==> src/rtl/pll_ctrl_pkg.sv <==
// +--------------------------------------------------------------------+
// | pll_ctrl_pkg : shared types and helpers for PLL lock sequencing    |
// | rev 1.0                                                            |
// +--------------------------------------------------------------------+
`default_nettype none

package pll_ctrl_pkg;

  typedef enum logic [2:0] {
    RESET_PLL = 3'd0,
    WAIT_LOCK = 3'd1,
    STABILIZE = 3'd2,
    RUN       = 3'd3,
    FAULT     = 3'd4
  } pll_state_t;

  // Counter width covering the largest interval, with room to hold the saturation value.
  function automatic int CNT_W(input int a, input int b, input int c);
    int m;
    m = a;
    if (b > m) m = b;
    if (c > m) m = c;
    if (m < 2) return 1;
    return $clog2(m + 1);
  endfunction

  // Output pattern {pll_reset, sys_rst_n, ready, fault} held while in each state.
  function automatic logic [3:0] state_outs(input pll_state_t s);
    case (s)
      RESET_PLL: return 4'b1000;
      WAIT_LOCK: return 4'b0000;
      STABILIZE: return 4'b0000;
      RUN:       return 4'b0110;
      FAULT:     return 4'b1001;
      default:   return 4'b1000;
    endcase
  endfunction

endpackage

`default_nettype wire

==> src/rtl/sync_2ff.sv <==
// +--------------------------------------------------------------------+
// | sync_2ff : single-bit two-flop synchronizer, async active-low reset|
// | rev 1.0                                                            |
// +--------------------------------------------------------------------+
`default_nettype none

module sync_2ff (
  input  logic clk,
  input  logic rst_n,
  input  logic d,
  output logic q
);

  logic meta;

  always_ff @(posedge clk or negedge rst_n) begin
    if (!rst_n) begin
      meta <= 1'b0;
      q    <= 1'b0;
    end else begin
      meta <= d;
      q    <= meta;
    end
  end

endmodule

`default_nettype wire

==> src/rtl/pll_lock_seq.sv <==
// +--------------------------------------------------------------------+
// | pll_lock_seq : PLL reset / lock-qualify / system-reset sequencer   |
// | rev 1.0                                                            |
// +--------------------------------------------------------------------+
`default_nettype none

module pll_lock_seq
  import pll_ctrl_pkg::*;
#(
  parameter int RST_CYCLES    = 16,
  parameter int LOCK_TIMEOUT  = 65536,
  parameter int STABLE_CYCLES = 1024,
  parameter int MAX_RETRIES   = 3
) (
  input  logic                               clk_in1,
  input  logic                               resetn,
  input  logic                               pll_locked,
  input  logic                               restart,
  output logic                               pll_reset,
  output logic                               sys_rst_n,
  output logic                               ready,
  output logic                               fault,
  output logic                               lock_lost,
  output logic [$clog2(MAX_RETRIES+1)-1:0]   retry_cnt,
  output logic [2:0]                         state
);

  localparam int CW = CNT_W(RST_CYCLES, LOCK_TIMEOUT, STABLE_CYCLES);
  localparam int RW = $clog2(MAX_RETRIES + 1);

  localparam logic [CW-1:0] RST_LAST    = CW'(RST_CYCLES - 1);
  localparam logic [CW-1:0] TO_LAST     = CW'(LOCK_TIMEOUT - 1);
  localparam logic [CW-1:0] STABLE_LAST = CW'(STABLE_CYCLES - 1);
  localparam logic [RW-1:0] RETRY_LIMIT = RW'(MAX_RETRIES);

  pll_state_t       st;
  logic [CW-1:0]    cnt;
  logic [CW-1:0]    cnt_inc;
  logic [RW-1:0]    retry_inc;
  logic             locked_s;

  sync_2ff u_lock_sync (
    .clk   (clk_in1),
    .rst_n (resetn),
    .d     (pll_locked),
    .q     (locked_s)
  );

  assign cnt_inc   = (cnt == {CW{1'b1}}) ? cnt : cnt + 1'b1;
  assign retry_inc = retry_cnt + 1'b1;
  assign state     = st;

  // Every state change restarts the interval counter and loads that state's outputs.
  task automatic enter(input pll_state_t s);
    st  <= s;
    cnt <= '0;
    {pll_reset, sys_rst_n, ready, fault} <= state_outs(s);
  endtask

  task automatic fail_attempt();
    retry_cnt <= retry_inc;
    if (retry_inc == RETRY_LIMIT) enter(FAULT);
    else                          enter(RESET_PLL);
  endtask

  always_ff @(posedge clk_in1 or negedge resetn) begin
    if (!resetn) begin
      st        <= RESET_PLL;
      cnt       <= '0;
      retry_cnt <= '0;
      pll_reset <= 1'b1;
      sys_rst_n <= 1'b0;
      ready     <= 1'b0;
      fault     <= 1'b0;
      lock_lost <= 1'b0;
    end else begin
      lock_lost <= 1'b0;
      if (restart) begin
        // Restart wins, but a lock drop seen in the same cycle is still reported.
        if (st == RUN && !locked_s) lock_lost <= 1'b1;
        retry_cnt <= '0;
        enter(RESET_PLL);
      end else begin
        case (st)
          RESET_PLL: begin
            if (cnt == RST_LAST) enter(WAIT_LOCK);
            else                 cnt <= cnt_inc;
          end
          WAIT_LOCK: begin
            if (locked_s)            enter(STABILIZE);
            else if (cnt == TO_LAST) fail_attempt();
            else                     cnt <= cnt_inc;
          end
          STABILIZE: begin
            if (!locked_s) begin
              fail_attempt();
            end else if (cnt == STABLE_LAST) begin
              retry_cnt <= '0;
              enter(RUN);
            end else begin
              cnt <= cnt_inc;
            end
          end
          RUN: begin
            if (!locked_s) begin
              lock_lost <= 1'b1;
              enter(RESET_PLL);
            end
          end
          FAULT: begin
          end
          default: enter(RESET_PLL);
        endcase
      end
    end
  end

endmodule

`default_nettype wire
==> config.mk <==
export PLATFORM = sky130hd
export DESIGN_NAME = pll_lock_seq
export DESIGN_NICKNAME = d
export VERILOG_FILES = /design/src/rtl/pll_ctrl_pkg.sv /design/src/rtl/sync_2ff.sv /design/src/rtl/pll_lock_seq.sv
export SDC_FILE = /design/constraint.sdc
export NUM_CORES = 1
export LEC_CHECK = 0
export CORE_MARGIN = 1
export CORE_UTILIZATION = 37
export CTS_BUF_LIST = sky130_fd_sc_hd__clkbuf_4 sky130_fd_sc_hd__clkbuf_8 sky130_fd_sc_hd__clkbuf_16
export CTS_CLUSTER_SIZE = 14
export DETAILED_ROUTE_END_ITERATION = 10
export HOLD_SLACK_MARGIN = 0.02
export MAX_ROUTING_LAYER = met4
export PLACE_DENSITY = 0.67
export SLEW_MARGIN = 5
export SYNTH_ARGS = -nofsm -noshare
export SYNTH_HDL_FRONTEND = slang
export SYNTH_SLANG_ARGS = --single-unit
export TNS_END_PERCENT = 50
==> constraint.sdc <==
create_clock -name clk_in1 -period 2.96 [get_ports clk_in1]
set_clock_uncertainty 0.15 [all_clocks]
set_input_delay 0.592 -clock clk_in1 [delete_from_list [all_inputs] [get_ports clk_in1]]
set_output_delay 0.592 -clock clk_in1 [all_outputs]
set_load 0.05 [all_outputs]
* After elaboration in Yosys (flattened, before gate mapping)
Index checks and enable logic that the tools add are counted.
** Storage, ports and cells
- RAM bits :: 0
- Memory bits (read-only) :: 0
- Output and inout bits :: 10
- Bits in latches :: 0
- Input bits :: 4
- Memories kept :: 0
- Register bits after elaboration :: 28
** Operators by class
- Reduce and logical (&&, ||, !) cells :: 7
- Shift-type cells :: 0
- Bitwise logic cells :: 0
- Eq/ne operators :: 16
- Magnitude comparators :: 0
- Add/sub/neg operators :: 2
- Divide/modulo/power cells :: 0
- Multiplexer cells :: 49
- $mul :: 0
** Operator list (count)
- $mux W17 :: 8
- $pmux W17 S5 :: 1
- $mux W3 :: 8
- $mux W1 :: 22
- $add A17 B1 Y17 const B :: 1
- $eq A17 B10 Y1 const B :: 1
- $eq A17 B16 Y1 const B :: 1
- $eq A17 B17 Y1 const B :: 1
- $eq A17 B4 Y1 const B :: 1
- $pmux W1 S5 :: 3
- $pmux W3 S5 :: 1
- $ne A3 B3 Y1 const B :: 4
- $mux W2 :: 5
- $eq A3 B2 Y1 const B :: 2
- $reduce_and A5 Y1 :: 1
- $ne A4 B3 Y1 const B :: 1
- $ne A4 B4 Y1 const B :: 1
- $pmux W2 S2 :: 1
- $reduce_and A4 Y1 :: 1
- $eq A3 B1 Y1 const B :: 1
- $eq A3 B3 Y1 const B :: 1
- $logic_not A3 Y1 :: 1
- $reduce_bool A3 Y1 :: 1
- $add A2 B1 Y2 const B :: 1
- 5 further kinds :: 5

* Logic depth before layout (Yosys ltp)
- Depth in word-level cells :: 7
- Gate-level depth with buffers :: 9

* Cells and area by module
A second synthesis with hierarchy kept.
** Second synthesis, totals
- Cells, all modules :: 189
- Area, all modules :: 1680.4 µm²
** By module, submodules not included
- pll_lock_seq :: instances 1, area an instance 1630.3 µm², cells an instance 187, seq. area each 651.9 µm²
- sync_2ff :: instances 1, area an instance 50.0 µm², cells an instance 2, seq. area each 50.0 µm²

* Worst setup path before layout
Ideal clock, no wire load.
- Path type :: flip-flop to flip-flop
- From :: register st[2] (netlist: state[2])
- To :: register cnt[6]
- Period minus slack after synthesis :: 2.311 ns
- Buffers on the path :: 1
- Library setup time :: 0.119 ns
- Arrival :: 2.042 ns
- Cell stages (with the launch flop) :: 8
- Slack :: 0.649 ns
- Cells stage by stage :: dfrtp_1 -> buf_2 -> or3b_1 -> a21oi_2 -> a21oi_2 -> and4_1 -> xnor2_1 -> nor2_1
** Between the ends
- Longest elaborated chain between the ends :: 3
** RTL lines
- from (decl) :: line pll_lock_seq.sv:36 : pll_state_t st;
- from (signal assigned) :: line pll_lock_seq.sv:68 : st <= RESET_PLL;
- $eq A3 B3 Y1 (tied with other cells) :: line pll_lock_seq.sv:84 : case (st)
- $pmux W17 S5 (tied with other cells) :: line pll_lock_seq.sv:84
- $mux W17 / $reduce_and A2 Y1 (equally long branches)
- to (signal assigned) :: line pll_lock_seq.sv:87 : else cnt <= cnt_inc;
- to (signal assigned) :: line pll_lock_seq.sv:92 : else cnt <= cnt_inc;
- to (signal assigned) :: line pll_lock_seq.sv:101 : cnt <= cnt_inc;
- to (decl) :: line pll_lock_seq.sv:37 : logic [CW-1:0] cnt;
Several ways; a longest one is shown, not always the timed one.
A chain may end at the register's enable or synchronous reset.

* Final worst setup path
- From :: register st[1] (netlist: state[1])
- To :: output port state[1]
** RTL lines
- to (decl) :: line pll_lock_seq.sv:25 : output logic [2:0] state
No word-level cell between the ends.

==> impl_metrics.toml <==
[die]
die_height_um = 67.15
fp.dieArea_sq_um = 4508
placement_rows = 23
top_level_ports = 14
design.core.area_sq_um = 4029
initial_utilization = 0.3898
die_w_um = 67.15

[yosys]
asyncSetResetFlopFracSynth = 1.000
yosys-mux-area-fraction = 0.01275
yosys_register_bits = 28
postSynth.topFlopCell = "sky130_fd_sc_hd__dfrtp_1"
synth.top_cell.area_share = 0.4303
post_synth_and_or_nand_nor_area_fraction = 0.2677
synth_fa_ha_area_frac = 0.02231
yosys.cell_count.top_type = "sky130_fd_sc_hd__dfrtp_1"
synth_enable_flop_cells = 0
post_synth_xor_area_fraction = 0.08367
cell_area_synth_sq_um = 1570
largest_family_of_logic_cells_by_synthesized_area = "simple AND/OR/NAND/NOR gates"
synth_area_leader_cell = "sky130_fd_sc_hd__dfrtp_1"
postSynthAreaPerCell_sq_um = 10.20
synthesis.instances = 154
synth_top_cells_by_area = "sky130_fd_sc_hd__dfrtp_1 (43%), sky130_fd_sc_hd__nor2_1 (4.5%), sky130_fd_sc_hd__xor2_1 (4.5%), sky130_fd_sc_hd__xnor2_1 (3.9%), sky130_fd_sc_hd__nand2_1 (2.9%)"
synth_warnings = 0
synth_compound_area_frac = 0.1259
synthesis.nets = 160
ys_types = 48
yosysSeqAreaShare = 0.4470
synth_commonest_cells = "sky130_fd_sc_hd__dfrtp_1 (27), sky130_fd_sc_hd__nor2_1 (19), sky130_fd_sc_hd__nand2_1 (12)"

[power]
vdd.ir_drop.worst_v = 0.0003138
p_leak_uw = 0.0007549
p_per_area_nw_per_um2 = 527.6
finalPower_uw = 952.0

[timing]
grt_setup_unrepaired = "no"
post_route_hold_slack_ps = 206.1
timing.final.max_slew_violations = 0
slew_headroom = 0.5269
finalWorstPathRequiredPeriod_ps = 2555
hold_viol = 0
setup_viol_count_final = 0
timing.fmax_mhz = 391.4
finalSetupTns_ps = 0
finalWorstSetupSlack_ps = 405.0
worst_max_slew_pin_slew_ps = 701.9
final.period_utilization = 0.8632

[global_route]
groute.usage.overall = 0.1604
global_route.usage.met1 = 0.1830
grt_busiest_layer = "met2"
residual_overflow_from_global_routing = 0
gr-usage-met3 = 0.04223
first_global_vias = 1145
grt_start_max_net_pins = 29
grt_pass1_wl_um = 5181
grt.met2_usage = 0.2588
antenna_found_initial = 0

[drt]
dr_total_vias = 1154
totalWireLength_um = 3036
drc = 0
drt_iter0_markers = 124
vias_per_cell = 5.367
postRouteAntennaNets = 0
detail_route.wl_per_cell_um = 14.12
detailedRoute.firstPassIterationCount = 4

[critical_path]
r2r-start = "cnt[0]"
reg2regPathDepth = 7
rr_endpoint = "ready"
cp.arrival_ps = 1810
timing.critical_path.max_delay_family = "buffers and inverters"
highest_fanout_seen_on_the_critical_path = 14
path_class = "flop to primary output"
start_kind = "flop"
critPathRequiredTime_ps = 2220
crit_path_cell_chain = "clkdlybuf4s50_1"
worstPathBufferInverterCount = 1
timing.reg2reg.setup_slack_ps = 500
critical_path.max_stage_delay_ps = 900
critical-path-slowest-cell = "sky130_fd_sc_hd__clkdlybuf4s50_1"
cp-end-kind = "primary output"

[clocking]
clock-root-buffer = "sky130_fd_sc_hd__clkbuf_8"
cts_tree = "done"
h-tree-depth = 1
path_clk_slew_ps = 90
cts_hold_repair.buffers = 0
sinks_on_the_clock_net = 28
post_cts_buffers = 0
clockBufferDepth = 2
num_cts_buffers = 3
clk_latency_ps = 280
ctsResizeCount = 0

[final_layout]
layout-area-overhead-vs-synth_pct = 14.90
insertedDiodeCount = 0
finish.instance_area_sq_um = 1804
post_route_cells_drive_above_1_share = 0.1091
nNetsFinal = 172
filler_cell_count = 382

[hold_path]
worstHoldPathCells = 0
min-delay-path-class = "flop to flop"
hold_wc_startpoint = "u_lock_sync.meta"
min_delay_worst_endpoint = "u_lock_sync.q"

[placed_design]
numPortBuffers = 13
place_worst_setup_slack_ps = 493.8
post-dp-hpwl_um = 2206
gp_routability_congestion = 0.8258
placed_cell_area_sq_um = 1733

[job]
cap_viol_max_count = 0

[outcome]
run_status = "finished, final reports clean"
final cells by class:
| type | count | area (sq um) | area share |
|---|---|---|---|
| clock inverters | 1 | 30.03 | 0.01664 |
| multi-input cells | 113 | 804.5 | 0.4459 |
| repair buffers | 15 | 145.1 | 0.08044 |
| well taps | 50 | 62.56 | 0.03467 |
| flip-flops and latches | 28 | 701.9 | 0.3890 |
| inverters | 5 | 18.77 | 0.01040 |
| clock buffers | 3 | 41.29 | 0.02288 |
through the flow:
stage | utilization | instances
4_1_cts | 0.4478 | 215
3_5_place_dp | 0.4301 | 211
2_1_floorplan | - | 154
3_3_place_gp | 0.4301 | 211
5_1_grt | 0.4478 | 215
6_report | 0.4478 | 215
logic make-up after synthesis:
group | Yosys count
multiplexers | 2
buffers and inverters | 13
AND/OR/NAND/NOR | 71
flip-flops | 28
adder cells (fa/ha/maj) | 3
XOR/XNOR | 15
AO/OA/AOI/OAI | 22
flip-flops by register name, summed over array words and instances, names as in the netlist:
name / flops
cnt: 17
fault: 1
lock_lost: 1
pll_reset: 1
ready: 1
retry_cnt: 2
state: 3
u_lock_sync.meta: 1
u_lock_sync.q: 1
worst register-to-register path: stages (launching register included):
cell	delay [ps]
sky130_fd_sc_hd__dfrtp_1	400
sky130_fd_sc_hd__ha_1	190
sky130_fd_sc_hd__and3_1	300
sky130_fd_sc_hd__nand4_1	200
sky130_fd_sc_hd__o31ai_2	350
sky130_fd_sc_hd__nand3_1	170
sky130_fd_sc_hd__o21bai_4	410
sky130_fd_sc_hd__o32ai_1	160
worst max-delay path by stage:
stage,start,to,depth (start not counted)
floorplan,state[2],cnt[6],7
global placement,restart,cnt[7],6
detailed placement,cnt[0],ready,7
CTS,state[1],state[1],1
global route,cnt[0],fault,7
finish,state[1],state[1],1
power breakdown:
part | total (uW) | internal (uW) | leakage [uW] | switching, uW
Sequential | 450 | 411 | 0.000381 | 39.1
Combinational | 199 | 77.5 | 0.000339 | 122
Clock | 303 | 181 | 0.0000357 | 122
Total | 952 | 669 | 0.000755 | 283
cells in the final DEF (no fill, tap or decap), types with 2 or more instances in the layout:
master / Yosys / routed
sky130_fd_sc_hd__a21oi_2: 2 / 2
sky130_fd_sc_hd__ha_1: 2 / 2
sky130_fd_sc_hd__a211oi_1: 2 / 2
sky130_fd_sc_hd__nand3_1: 6 / 6
sky130_fd_sc_hd__xor2_1: 8 / 8
sky130_fd_sc_hd__nor2b_1: 3 / 3
sky130_fd_sc_hd__nor2_1: 19 / 19
sky130_fd_sc_hd__nand4_1: 4 / 4
sky130_fd_sc_hd__clkdlybuf4s50_1: 0 / 13
sky130_fd_sc_hd__buf_4: 1 / 2
sky130_fd_sc_hd__or3_1: 2 / 2
sky130_fd_sc_hd__a21oi_1: 3 / 3
sky130_fd_sc_hd__nor3_1: 2 / 2
sky130_fd_sc_hd__o21ai_0: 2 / 2
sky130_fd_sc_hd__and4_1: 5 / 5
sky130_fd_sc_hd__dfrtp_1: 27 / 27
sky130_fd_sc_hd__nand2_1: 12 / 12
sky130_fd_sc_hd__o21a_1: 2 / 2
sky130_fd_sc_hd__or4_1: 2 / 2
sky130_fd_sc_hd__inv_1: 5 / 5
sky130_fd_sc_hd__clkbuf_8: 0 / 3
sky130_fd_sc_hd__and3_1: 6 / 6
sky130_fd_sc_hd__xnor2_1: 7 / 7
sky130_fd_sc_hd__mux2i_1: 2 / 2
metal layers:
metal,wire length [um],part of all wire,vias up
met5,0,0,-
met4,51,0.017,0
met3,92,0.030,5
met2,1475,0.49,21
met1,1417,0.47,560
li1,-,-,568
Power figures use the tool's default switching activity.
==> edit, RTL diff (same flow settings) <==
The parameter `STABLE_CYCLES` goes from 1024 to 512.
--- a/src/rtl/pll_lock_seq.sv
+++ b/src/rtl/pll_lock_seq.sv
@@ -10,5 +10,5 @@
   parameter int RST_CYCLES    = 16,
   parameter int LOCK_TIMEOUT  = 65536,
-  parameter int STABLE_CYCLES = 1024,
+  parameter int STABLE_CYCLES = 512,
   parameter int MAX_RETRIES   = 3
 ) (
Formal check against the unedited RTL: same outputs for any inputs over 10 cycles, from zero or initial values and one cycle with resetn low; that may be too few to reach the edited logic, so the function may still have changed.
==> edit against the original RTL <==
  * Final cell count grew 14%
  * Hold slack better by 0.66 ps
  * Largest power group unchanged
  * Critical path type unchanged
  * Sequential cell count stayed put
  * Total power is 17% higher
  * Combinational power up 72%
  * Synthesized area grew 10%
  * Design area increased by 9.0%
  * Critical endpoint is now state[2]
  * Setup slack improved by 39 ps
  * Routed wire length is 17% higher
  * Sequential power increased by 4%
==> edit: results (changes against the original RTL) <==
Parameter                              Value

Route
  Initial drt markers    111 (was 124)
  Per-cell via count in the routed design    5.70 (was 5.37)
  Routed wire length on met3    73 um (was 92 um)
  Routed length on met1    1840 um (was 1420 um)
  Routed met2 length    1620 um (was 1480 um)

Yosys
  Adder-cell share of the synthesized area    1.45% (was 2.23%)
  Post-synthesis area per instance    9.46 um2 (was 10.2 um2)
  Complex-gate fraction of the synthesized area    18.9% (was 12.6%)
  Cells taking the most area after synthesis    dfrtp_1 39%, nor2_2 3.6%, a21oi_1 3.2%, nand3_1 3.2%, xnor2_1 3.0% (was dfrtp_1 43%, nor2_1 4.5%, xor2_1 4.5%, xnor2_1 3.9%, nand2_1 2.9%)
  Post-synthesis sequential area ratio    40.5% (was 44.7%)
  Synthesized netlist net count    189 (was 160)
  Commonest cells post-synth    27 x dfrtp_1, 11 x a21oi_1, 11 x nand2_1, 11 x nand3_1 (was 27 x dfrtp_1, 19 x nor2_1, 12 x nand2_1)

Placed design
  Placed wire-length estimate after detailed placement    2530 um (was 2210 um)
  Number of instances in the placed design    242 (was 211)
  Worst slack at placement    380 ps (was 494 ps)
  Final weighted congestion in routability-driven placement    0.821 (was 0.826)

Pwr
  Peak VDD IR    308 uV (was 314 uV)
  Total power    1.11 mW (was 0.952 mW)
  Static power due to leakage    0.729 nW (was 0.755 nW)
  Power share of the clock group    27.2% (was 31.8%)
  Relative contribution of combinational cells to total power    30.8% (was 20.9%)
  Switching Fraction    34.4% (was 29.7%)

Run status
  Run status    finished clean (unchanged)

Finish
  Fraction of final layout cells sized beyond drive strength 1    14.4% (was 10.9%)

Setup path
  Register-to-Register Path Depth    6 (was 7)
  Data arrival time of the worst path    1770 ps (was 1810 ps)
  Critical-path maximum fanout    12 (was 14)

Global routing
  Vias in the first global route    1325 (was 1145)
  GR Layer Usage met1    24.5% (was 18.3%)
  Met2 demand-to-capacity share in global routing    23.0% (was 25.9%)
  Tot GR Track Use    16.4% (was 16.0%)

STA
  Worst-Margin Slew    665 ps (was 702 ps)
[edit: changes by cell type after synthesis, moves of 3 or more]
cell,unedited run,this run
and3_1,6,2
nand3_1,6,11
nor2_1,19,10
xor2_1,8,4
or4_1,2,5
a21oi_1,3,11
nor4_1,0,3
nor2_2,0,10
nor3_1,2,6
o21ai_0,2,8
inv_1,5,8
o31ai_1,0,6
[edit: path summary, 6_finish.rpt]
path | startpoint | end | slack (ps)
setup / recovery | state[2] | state[2] | 440
hold / removal | u_lock_sync.meta | u_lock_sync.q | 210
setup reg to reg | cnt[0] | cnt[13] | 460
hold reg to reg | u_lock_sync.meta | u_lock_sync.q | 210
max in group asynchronous | resetn | pll_reset | 1820
min in group asynchronous | resetn | retry_cnt[0] | 530
[edit: layout make-up]
cell class | count | area, um2
clock inverters | 1 | 30.0
multi-input cells | 138 | 946
well taps | 52 | 65.1
inverters | 8 | 30.0
clock buffers | 3 | 41.3
repair buffers | 16 | 153
fillers | 438 | 2450
flip-flops and latches | 28 | 702
